--- config.mk ---
export PLATFORM = sky130hd
export DESIGN_NAME = sbox_bist_flat
export DESIGN_NICKNAME = d
export VERILOG_FILES = /design/src/rtl/sbox_bist_if.sv /design/src/rtl/sbox_bist.sv /design/src/flat_wrapper.sv
export SDC_FILE = /design/constraint.sdc
export NUM_CORES = 2
export LEC_CHECK = 0
export CAP_MARGIN = 15
export CORE_ASPECT_RATIO = 0.6
export CORE_MARGIN = 2
export CORE_UTILIZATION = 61
export DETAILED_ROUTE_END_ITERATION = 7
export PLACE_DENSITY_LB_ADDON = 0.08
export SETUP_SLACK_MARGIN = 0.05
export SLEW_MARGIN = 20
export SYNTH_ARGS = -nofsm -noshare
export SYNTH_HDL_FRONTEND = slang
export SYNTH_SLANG_ARGS = --single-unit
--- constraint.sdc ---
create_clock -name clk -period 18.3 [get_ports clk]
set_input_delay 1.83 -clock clk [delete_from_list [all_inputs] [get_ports clk]]
set_output_delay 1.83 -clock clk [all_outputs]
set_load 0.01 [all_outputs]
--- src/rtl/sbox_bist_if.sv ---
// sbox_bist_if: connects the S-box BIST engine to its controller and the S-box under test.
//   start           controller -> BIST  request a run
//   busy/done/pass  BIST -> controller  run status; pass is valid while done is high
//   err_count       BIST -> controller  saturating count of mismatching bytes
//   first_err_*     BIST -> controller  capture of the earliest mismatch (byte, mode, DUT output)
//   test_valid      BIST -> DUT side    high on issue cycles
//   test_encrypt    BIST -> DUT side    mode for the DUT encrypt inputs
//   test_bytes      BIST -> DUT side    lane k in bits [8k+7:8k]
//   dut_bytes       DUT side -> BIST    DUT outputs, lane-aligned with test_bytes
interface sbox_bist_if #(
  parameter int unsigned LANES = 4,
  parameter int unsigned ERR_W = 10
);
  logic               start;
  logic               busy;
  logic               done;
  logic               pass;
  logic [ERR_W-1:0]   err_count;
  logic               first_err_valid;
  logic [7:0]         first_err_byte;
  logic               first_err_mode;
  logic [7:0]         first_err_got;
  logic               test_valid;
  logic               test_encrypt;
  logic [8*LANES-1:0] test_bytes;
  logic [8*LANES-1:0] dut_bytes;

  // Controller / harness side.
  modport master (
    output start,
    output dut_bytes,
    input  busy,
    input  done,
    input  pass,
    input  err_count,
    input  first_err_valid,
    input  first_err_byte,
    input  first_err_mode,
    input  first_err_got,
    input  test_valid,
    input  test_encrypt,
    input  test_bytes
  );

  // BIST engine side.
  modport slave (
    input  start,
    input  dut_bytes,
    output busy,
    output done,
    output pass,
    output err_count,
    output first_err_valid,
    output first_err_byte,
    output first_err_mode,
    output first_err_got,
    output test_valid,
    output test_encrypt,
    output test_bytes
  );
endinterface

--- src/rtl/sbox_bist.sv ---
// sbox_bist: built-in self-test for an AES S-box implementation.
// Sweeps all 256 inputs in encrypt mode, then in decrypt mode, LANES bytes per cycle, and
// compares the DUT outputs against golden S-box copies delayed by DUT_LATENCY cycles.
// Reports pass/fail, a saturating mismatch count and the first failing vector.
//   clk   rising-edge clock
//   rst   synchronous active-high reset; returns to idle, zeroes outputs, flushes the pipeline
//   bist  sbox_bist_if.slave: start/status/first-error outputs and the DUT stimulus/response
module sbox_bist #(
  parameter int unsigned LANES       = 4,
  parameter int unsigned DUT_LATENCY = 0,
  parameter int unsigned ERR_W       = 10
) (
  input logic        clk,
  input logic        rst,
  sbox_bist_if.slave bist
);

  localparam int unsigned BW       = 8 * LANES;
  localparam int unsigned SumW     = ERR_W + 5;
  localparam int unsigned DrainW   = (DUT_LATENCY > 1) ? $clog2(DUT_LATENCY) : 1;
  localparam logic [7:0]  LaneStep = 8'(LANES);
  localparam logic [7:0]  LastBase = 8'(256 - LANES);
  localparam logic [ERR_W-1:0]  ErrMax    = '1;
  localparam logic [DrainW-1:0] DrainLast = DrainW'((DUT_LATENCY == 0) ? 0 : DUT_LATENCY - 1);

  typedef enum logic [2:0] {StIdle, StEnc, StDec, StDrain, StDone} state_e;

  // ---------------------------------------------------------------------------------------------
  // Golden S-box arithmetic over GF(2^8) with the AES polynomial x^8+x^4+x^3+x+1
  // ---------------------------------------------------------------------------------------------
  function automatic logic [7:0] gf_mul(input logic [7:0] a, input logic [7:0] b);
    logic [7:0] acc;
    logic [7:0] sh;
    acc = '0;
    sh  = a;
    for (int i = 0; i < 8; i++) begin
      if (b[i]) acc = acc ^ sh;
      sh = {sh[6:0], 1'b0} ^ (sh[7] ? 8'h1b : 8'h00);
    end
    return acc;
  endfunction

  // x^254 == x^-1 for x != 0, and maps 0 to 0 as the S-box requires.
  function automatic logic [7:0] gf_inv(input logic [7:0] x);
    logic [7:0] y;
    logic [7:0] r;
    y = x;
    r = 8'h01;
    for (int i = 1; i < 8; i++) begin
      y = gf_mul(y, y);
      r = gf_mul(r, y);
    end
    return r;
  endfunction

  function automatic logic [7:0] sbox_fwd(input logic [7:0] x);
    logic [7:0] v;
    v = gf_inv(x);
    return v ^ {v[6:0], v[7]} ^ {v[5:0], v[7:6]} ^ {v[4:0], v[7:5]} ^ {v[3:0], v[7:4]} ^ 8'h63;
  endfunction

  function automatic logic [7:0] sbox_inv(input logic [7:0] x);
    return gf_inv({x[6:0], x[7]} ^ {x[4:0], x[7:5]} ^ {x[1:0], x[7:2]} ^ 8'h05);
  endfunction

  function automatic logic [BW-1:0] lane_bytes(input logic [7:0] base);
    logic [BW-1:0] v;
    v = '0;
    for (int k = 0; k < int'(LANES); k++) v[8*k +: 8] = base + 8'(k);
    return v;
  endfunction

  // ---------------------------------------------------------------------------------------------
  // Registered state and outputs
  // ---------------------------------------------------------------------------------------------
  state_e            state_q;
  logic [7:0]        base_q;
  logic [DrainW-1:0] drain_q;
  logic              busy_q;
  logic              done_q;
  logic              pass_q;
  logic [ERR_W-1:0]  err_count_q;
  logic              first_valid_q;
  logic [7:0]        first_byte_q;
  logic              first_mode_q;
  logic [7:0]        first_got_q;
  logic              test_valid_q;
  logic              test_encrypt_q;
  logic [BW-1:0]     test_bytes_q;

  // Golden copies see exactly what the DUT sees.
  logic [BW-1:0] gold_bytes;
  always_comb begin
    gold_bytes = '0;
    for (int k = 0; k < int'(LANES); k++) begin
      gold_bytes[8*k +: 8] = test_encrypt_q ? sbox_fwd(test_bytes_q[8*k +: 8])
                                            : sbox_inv(test_bytes_q[8*k +: 8]);
    end
  end

  // ---------------------------------------------------------------------------------------------
  // Delay line aligning golden/issued data with the DUT response
  // ---------------------------------------------------------------------------------------------
  logic          cmp_valid;
  logic          cmp_mode;
  logic [BW-1:0] cmp_exp;
  logic [BW-1:0] cmp_in;

  if (DUT_LATENCY == 0) begin : g_direct
    assign cmp_valid = test_valid_q;
    assign cmp_mode  = test_encrypt_q;
    assign cmp_exp   = gold_bytes;
    assign cmp_in    = test_bytes_q;
  end else begin : g_pipe
    logic [DUT_LATENCY-1:0] vld_q;
    logic [DUT_LATENCY-1:0] mode_q;
    logic [BW-1:0]          exp_q [DUT_LATENCY];
    logic [BW-1:0]          in_q  [DUT_LATENCY];

    // Reset clears the valid bits so no stale compare survives a mid-run reset.
    always_ff @(posedge clk) begin
      if (rst) begin
        vld_q  <= '0;
        mode_q <= '0;
        for (int i = 0; i < int'(DUT_LATENCY); i++) begin
          exp_q[i] <= '0;
          in_q[i]  <= '0;
        end
      end else begin
        vld_q[0]  <= test_valid_q;
        mode_q[0] <= test_encrypt_q;
        exp_q[0]  <= gold_bytes;
        in_q[0]   <= test_bytes_q;
        for (int i = 1; i < int'(DUT_LATENCY); i++) begin
          vld_q[i]  <= vld_q[i-1];
          mode_q[i] <= mode_q[i-1];
          exp_q[i]  <= exp_q[i-1];
          in_q[i]   <= in_q[i-1];
        end
      end
    end

    assign cmp_valid = vld_q[DUT_LATENCY-1];
    assign cmp_mode  = mode_q[DUT_LATENCY-1];
    assign cmp_exp   = exp_q[DUT_LATENCY-1];
    assign cmp_in    = in_q[DUT_LATENCY-1];
  end

  // ---------------------------------------------------------------------------------------------
  // Compare: per-lane mismatches, saturating count, lowest-lane first error
  // ---------------------------------------------------------------------------------------------
  logic [LANES-1:0] mismatch;
  logic [SumW-1:0]  popcnt;
  logic [SumW-1:0]  err_sum;
  logic [ERR_W-1:0] err_next;
  logic             lane_found;
  logic [7:0]       lane_byte;
  logic [7:0]       lane_got;

  always_comb begin
    mismatch   = '0;
    popcnt     = '0;
    lane_found = 1'b0;
    lane_byte  = '0;
    lane_got   = '0;
    for (int k = 0; k < int'(LANES); k++) begin
      mismatch[k] = cmp_valid && (bist.dut_bytes[8*k +: 8] != cmp_exp[8*k +: 8]);
      popcnt      = popcnt + SumW'(mismatch[k]);
      if (mismatch[k] && !lane_found) begin
        lane_found = 1'b1;
        lane_byte  = cmp_in[8*k +: 8];
        lane_got   = bist.dut_bytes[8*k +: 8];
      end
    end
    err_sum  = SumW'(err_count_q) + popcnt;
    err_next = (err_sum > SumW'(ErrMax)) ? ErrMax : err_sum[ERR_W-1:0];
  end

  // ---------------------------------------------------------------------------------------------
  // Sweep FSM with registered outputs
  // ---------------------------------------------------------------------------------------------
  always_ff @(posedge clk) begin
    if (rst) begin
      state_q        <= StIdle;
      base_q         <= '0;
      drain_q        <= '0;
      busy_q         <= 1'b0;
      done_q         <= 1'b0;
      pass_q         <= 1'b0;
      err_count_q    <= '0;
      first_valid_q  <= 1'b0;
      first_byte_q   <= '0;
      first_mode_q   <= 1'b0;
      first_got_q    <= '0;
      test_valid_q   <= 1'b0;
      test_encrypt_q <= 1'b0;
      test_bytes_q   <= '0;
    end else begin
      // err_next equals err_count_q when nothing is compared, so this is safe every cycle.
      err_count_q <= err_next;
      if (lane_found && !first_valid_q) begin
        first_valid_q <= 1'b1;
        first_byte_q  <= lane_byte;
        first_mode_q  <= cmp_mode;
        first_got_q   <= lane_got;
      end

      unique case (state_q)
        StIdle, StDone: begin
          if (bist.start) begin
            state_q        <= StEnc;
            base_q         <= '0;
            busy_q         <= 1'b1;
            done_q         <= 1'b0;
            pass_q         <= 1'b0;
            err_count_q    <= '0;
            first_valid_q  <= 1'b0;
            first_byte_q   <= '0;
            first_mode_q   <= 1'b0;
            first_got_q    <= '0;
            test_valid_q   <= 1'b1;
            test_encrypt_q <= 1'b1;
            test_bytes_q   <= lane_bytes(8'h00);
          end
        end

        StEnc: begin
          if (base_q == LastBase) begin
            state_q        <= StDec;
            base_q         <= '0;
            test_encrypt_q <= 1'b0;
            test_bytes_q   <= lane_bytes(8'h00);
          end else begin
            base_q       <= base_q + LaneStep;
            test_bytes_q <= lane_bytes(base_q + LaneStep);
          end
        end

        StDec: begin
          if (base_q == LastBase) begin
            base_q       <= '0;
            test_valid_q <= 1'b0;
            test_bytes_q <= '0;
            if (DUT_LATENCY > 0) begin
              state_q <= StDrain;
              drain_q <= '0;
            end else begin
              // The last compare lands on this edge, so pass uses the updated count.
              state_q <= StDone;
              busy_q  <= 1'b0;
              done_q  <= 1'b1;
              pass_q  <= (err_next == '0);
            end
          end else begin
            base_q       <= base_q + LaneStep;
            test_bytes_q <= lane_bytes(base_q + LaneStep);
          end
        end

        StDrain: begin
          if (drain_q == DrainLast) begin
            state_q <= StDone;
            busy_q  <= 1'b0;
            done_q  <= 1'b1;
            pass_q  <= (err_next == '0);
          end else begin
            drain_q <= drain_q + 1'b1;
          end
        end

        default: state_q <= StIdle;
      endcase
    end
  end

  assign bist.busy            = busy_q;
  assign bist.done            = done_q;
  assign bist.pass            = pass_q;
  assign bist.err_count       = err_count_q;
  assign bist.first_err_valid = first_valid_q;
  assign bist.first_err_byte  = first_byte_q;
  assign bist.first_err_mode  = first_mode_q;
  assign bist.first_err_got   = first_got_q;
  assign bist.test_valid      = test_valid_q;
  assign bist.test_encrypt    = test_encrypt_q;
  assign bist.test_bytes      = test_bytes_q;

endmodule

--- src/flat_wrapper.sv ---
// flat-port wrapper written by rule: the top's interface ports become plain ports
module sbox_bist_flat 
#(
  parameter int unsigned LANES       = 4,
  parameter int unsigned DUT_LATENCY = 0,
  parameter int unsigned ERR_W       = 10
)
  (clk, rst, bist_start, bist_dut_bytes, bist_busy, bist_done, bist_pass, bist_err_count, bist_first_err_valid, bist_first_err_byte, bist_first_err_mode, bist_first_err_got, bist_test_valid, bist_test_encrypt, bist_test_bytes);
  sbox_bist_if #(.LANES(LANES), .ERR_W(ERR_W)) bist_i ();
  input logic clk;
  input logic rst;
  input wire logic [$bits(bist_i.start)-1:0] bist_start;
  input wire logic [$bits(bist_i.dut_bytes)-1:0] bist_dut_bytes;
  output wire logic [$bits(bist_i.busy)-1:0] bist_busy;
  output wire logic [$bits(bist_i.done)-1:0] bist_done;
  output wire logic [$bits(bist_i.pass)-1:0] bist_pass;
  output wire logic [$bits(bist_i.err_count)-1:0] bist_err_count;
  output wire logic [$bits(bist_i.first_err_valid)-1:0] bist_first_err_valid;
  output wire logic [$bits(bist_i.first_err_byte)-1:0] bist_first_err_byte;
  output wire logic [$bits(bist_i.first_err_mode)-1:0] bist_first_err_mode;
  output wire logic [$bits(bist_i.first_err_got)-1:0] bist_first_err_got;
  output wire logic [$bits(bist_i.test_valid)-1:0] bist_test_valid;
  output wire logic [$bits(bist_i.test_encrypt)-1:0] bist_test_encrypt;
  output wire logic [$bits(bist_i.test_bytes)-1:0] bist_test_bytes;
  assign bist_i.start = bist_start;
  assign bist_i.dut_bytes = bist_dut_bytes;
  assign bist_busy = bist_i.busy;
  assign bist_done = bist_i.done;
  assign bist_pass = bist_i.pass;
  assign bist_err_count = bist_i.err_count;
  assign bist_first_err_valid = bist_i.first_err_valid;
  assign bist_first_err_byte = bist_i.first_err_byte;
  assign bist_first_err_mode = bist_i.first_err_mode;
  assign bist_first_err_got = bist_i.first_err_got;
  assign bist_test_valid = bist_i.test_valid;
  assign bist_test_encrypt = bist_i.test_encrypt;
  assign bist_test_bytes = bist_i.test_bytes;
  sbox_bist #(.LANES(LANES), .DUT_LATENCY(DUT_LATENCY), .ERR_W(ERR_W)) u_core (.clk(clk), .rst(rst), .bist(bist_i));
endmodule
==> impl_metrics.tcl <==
set metrics [dict create \
    outcome "complete, but fails checks" \
    violations "DRC" \
    fin_nets 15390 \
    synth_compound_area_share_pct 15.29 \
    cts-htree-levels 3 \
    detailedPlace.worstSlack_ns -1.268 \
    critical-path-top-cell-by-count "sky130_fd_sc_hd__xnor3_2" \
    synth_flop_cell "sky130_fd_sc_hd__dfxtp_1" \
    crit_path_top_delay_cell "sky130_fd_sc_hd__a222oi_1" \
    initial_standard_cell_utilization_of_the_core_pct 61.60 \
    synth_to_final_area_change_pct 15.28 \
    clk-insertion-delay-late_ns 0.36 \
    transition_time_at_the_pin_with_the_least_slew_margin_ns 1.241 \
    synth_top_family_by_area "XOR/XNOR gates" \
    dieArea_mm2 0.1842 \
    netlist.area_leader.share_pct 25.38 \
    final_max_slew_viol_count 0 \
    cts-root-to-sink-buffers 2 \
    fp-row-count 120 \
    core_mm2 0.1790 \
    cts_tree "built" \
    asyncSetResetFlopFracSynth_pct 0 \
    final_hold_viol_count 0 \
    netlist-cell-type-count 130 \
    timing.max_slew.rel_slack_pct 16.68 \
    synthesis.area_per_instance_um2 7.493 \
    drive_above_1_share_pct 17.13 \
    detailedRoute.firstIterationViolations 15420 \
    die_y_um 333.3 \
    post-synth-top-count-cell "sky130_fd_sc_hd__xnor2_1" \
    synth_top_cell_by_area "sky130_fd_sc_hd__xnor2_1" \
    synthesized_area_fraction_occupied_by_and_or_nand_nor_cells_pct 19.83 \
    yosysWarnings 0 \
    critical_path.endpoint_type "register" \
    postSynthNetCount 14810 \
    synth-xor-area-share_pct 53.60 \
    synth-seq-cells 58 \
    die_x_um 552.8 \
    post_synth_mux_area_share_pct 4.767 \
    drt-vias-per-instance 6.301 \
    clock.fmax_mhz 55.13 \
    worst_setup_path_start_kind "register" \
    largest_net_degree_at_the_start_of_global_routing 35 \
    total_wirelength_of_the_detailed_routed_design_mm 376.7 \
    holdBufCountCts 0 \
    synthesized_netlist_cell_count 14710 \
    global_route.usage.total_pct 38.19 \
    worstHoldStart "u_core.bist.first_err_byte[5]" \
    worst-path-buf-inv 12 \
    synthTopCellsByArea "sky130_fd_sc_hd__xnor2_1 (25%), sky130_fd_sc_hd__xnor3_1 (15%), sky130_fd_sc_hd__xor2_1 (7.4%)" \
    boundaryPins 100 \
    clkSlewWorstSetupHoldPaths_ns 0.06 \
    detail_route.drc_violations 1 \
    yosys-top-cells-count "sky130_fd_sc_hd__xnor2_1 (3194), sky130_fd_sc_hd__nor2_1 (2149), sky130_fd_sc_hd__nand2_1 (1573)" \
    worst_path_largest_cell_delay_ns 0.62 \
    via_total_after_detailed_routing 111400 \
    hp-class "reg2reg" \
    worst_clock_skew_ns 0.01714 \
    antenna_found_initial 2 \
    mappedNetlistArea_mm2 0.1102 \
    number_of_enable_flip_flop_cells_after_synthesis 0 \
    port_buffers 98 \
    criticalPathCategory "reg2reg" \
    crit_path_max_fanout 6 \
    setup_viol 0 \
    cpLargestDelayFamily "XOR/XNOR gates" \
    grt-ovfl-total 0 \
    routabilityCongestion 1.003 \
    cts-buffers-inserted 9 \
    arrival_ns 18.44 \
    number_of_global_route_vias_before_repair 102100 \
    cts_num_sinks 58 \
    firstDrtPassIters 8 \
    final_critical_path_setup_slack_ns 0.1614 \
    grt_pass1_wl_mm 581.1 \
    layout_worst_path_cycle_share_pct 99.12 \
    fin_crit_ns 18.14 \
    number_of_nets_with_antenna_violations_after_routing 0 \
    synth.yosys.seq_area_share_pct 1.053 \
    wl_per_cell_um 21.31 \
    detailedPlacementHpwl_mm 286.3 \
    cts-root-buf "sky130_fd_sc_hd__clkbuf_16" \
    r2r-start "u_core.bist.test_bytes[16]" \
    crit_start "u_core.bist.test_bytes[16]" \
    worst-endpoint-required_ns 18.61 \
    grt_setup_unrepaired "yes" \
    synthesized_area_fraction_occupied_by_adder_cells_pct 0.8058 \
    max_cap_violations 0 \
]
logic make-up after synthesis:
group / Yosys count
XOR/XNOR: 5165
buffers and inverters: 1217
AO/OA/AOI/OAI: 2633
other: 1
multiplexers: 506
AND/OR/NAND/NOR: 5061
flip-flops: 58
adder cells (fa/ha/maj): 71
layout by cell type, fill, tap and decap left out, drive strengths merged, types with 31 or more instances in the layout:
cell           Yosys  final
xnor2           3303   3305
nor2            2162   2162
nand2           1575   1575
buf              334   1426
xor2             967    967
xnor3            773    773
a21oi            728    728
o21ai            640    640
mux2i            409    409
nor3             310    310
nand3            287    287
inv              222    221
o22ai            183    183
nor2b            144    144
nand2b           143    143
xor3             122    122
a211oi           113    113
a31oi            106    106
o211ai            99     99
clkdlybuf4s50      0     98
mux2              92     92
and2              84     84
a22oi             83     83
a221oi            82     82
ha                63     63
and3              61     61
or2               59     60
dfxtp             58     58
or3               57     57
o21a              55     55
a21o              44     44
o221ai            42     42
nand4             42     42
o32ai             41     41
o31ai             39     39
a32oi             36     36
clkinv            32     33
nor3b             31     31
a21boi            31     31
final timing paths:
kind	end	depth (start not counted)	slack [ns]
setup reg to reg	u_core.bist.pass	73	0.16
hold / removal	u_core.bist.first_err_byte[5]	2	0.46
hold reg to reg	u_core.bist.first_err_byte[5]	2	0.46
setup / recovery	u_core.bist.pass	73	0.16
layer usage:
metal	vias to the layer above	wire length, um	global-route usage [%]	part of all wire, %
met3	474	46230	6.491	12
li1	51060	-	-	-
met4	0	7671	7.574	2.0
met2	6695	155700	54.66	41
met5	-	0	0	0
met1	53170	167000	59.15	44
stage by stage:
| step | cells | setup TNS (ns) | hold WS (ns) | instance area (um^2) | utilization [%] |
|---|---|---|---|---|---|
| 2_1_floorplan | 14710 | 0 | 0.4650 | 110600 | - |
| 3_3_place_gp | 17360 | -9.437 | 0.4449 | 119600 | 66.80 |
| 3_5_place_dp | 17360 | -13.30 | 0.4537 | 119600 | 66.81 |
| 4_1_cts | 17430 | 0 | 0.4634 | 121500 | 67.88 |
| 5_1_grt | 17680 | -2.044 | 0.4896 | 127100 | 71.01 |
| 6_report | 17680 | 0 | 0.4592 | 127100 | 71.01 |
layout make-up:
type	count	area [um^2]
Clock buffer	11	242.7
Clock inverter	5	78.83
Sequential cell	58	1206
Timing Repair inverter	1	5.005
Multi-Input combinational cell	13440	109400
Inverter	254	968.4
Tap cell	2379	2977
Fill cell	14530	51890
Timing Repair Buffer	1525	12160
Antenna cell	5	12.51
registers in the layout, summed over array words and instances (netlist names), 3 cells and up:
register,count
u_core.state_q,3
u_core.bist.err_count,10
u_core.base_q,6
u_core.bist.first_err_byte,8
u_core.bist.first_err_got,8
u_core.bist.test_bytes,16
tightest hold or removal path: stages, from the launching register on:
cell	delay, ns
sky130_fd_sc_hd__dfxtp_1	0.30
sky130_fd_sc_hd__inv_1	0.05
sky130_fd_sc_hd__o32ai_1	0.06
repair_timing:
item                       4_1_cts  5_1_grt
setup endpoints to repair       27       28
pin swaps                       49      213
buffers inserted                50      242
cloned                           1        4
gates resized for setup        188      634
Power is left out: the tool's default activity adds up to more than one toggle a clock period on the data nets, which glitch-free logic cannot reach.
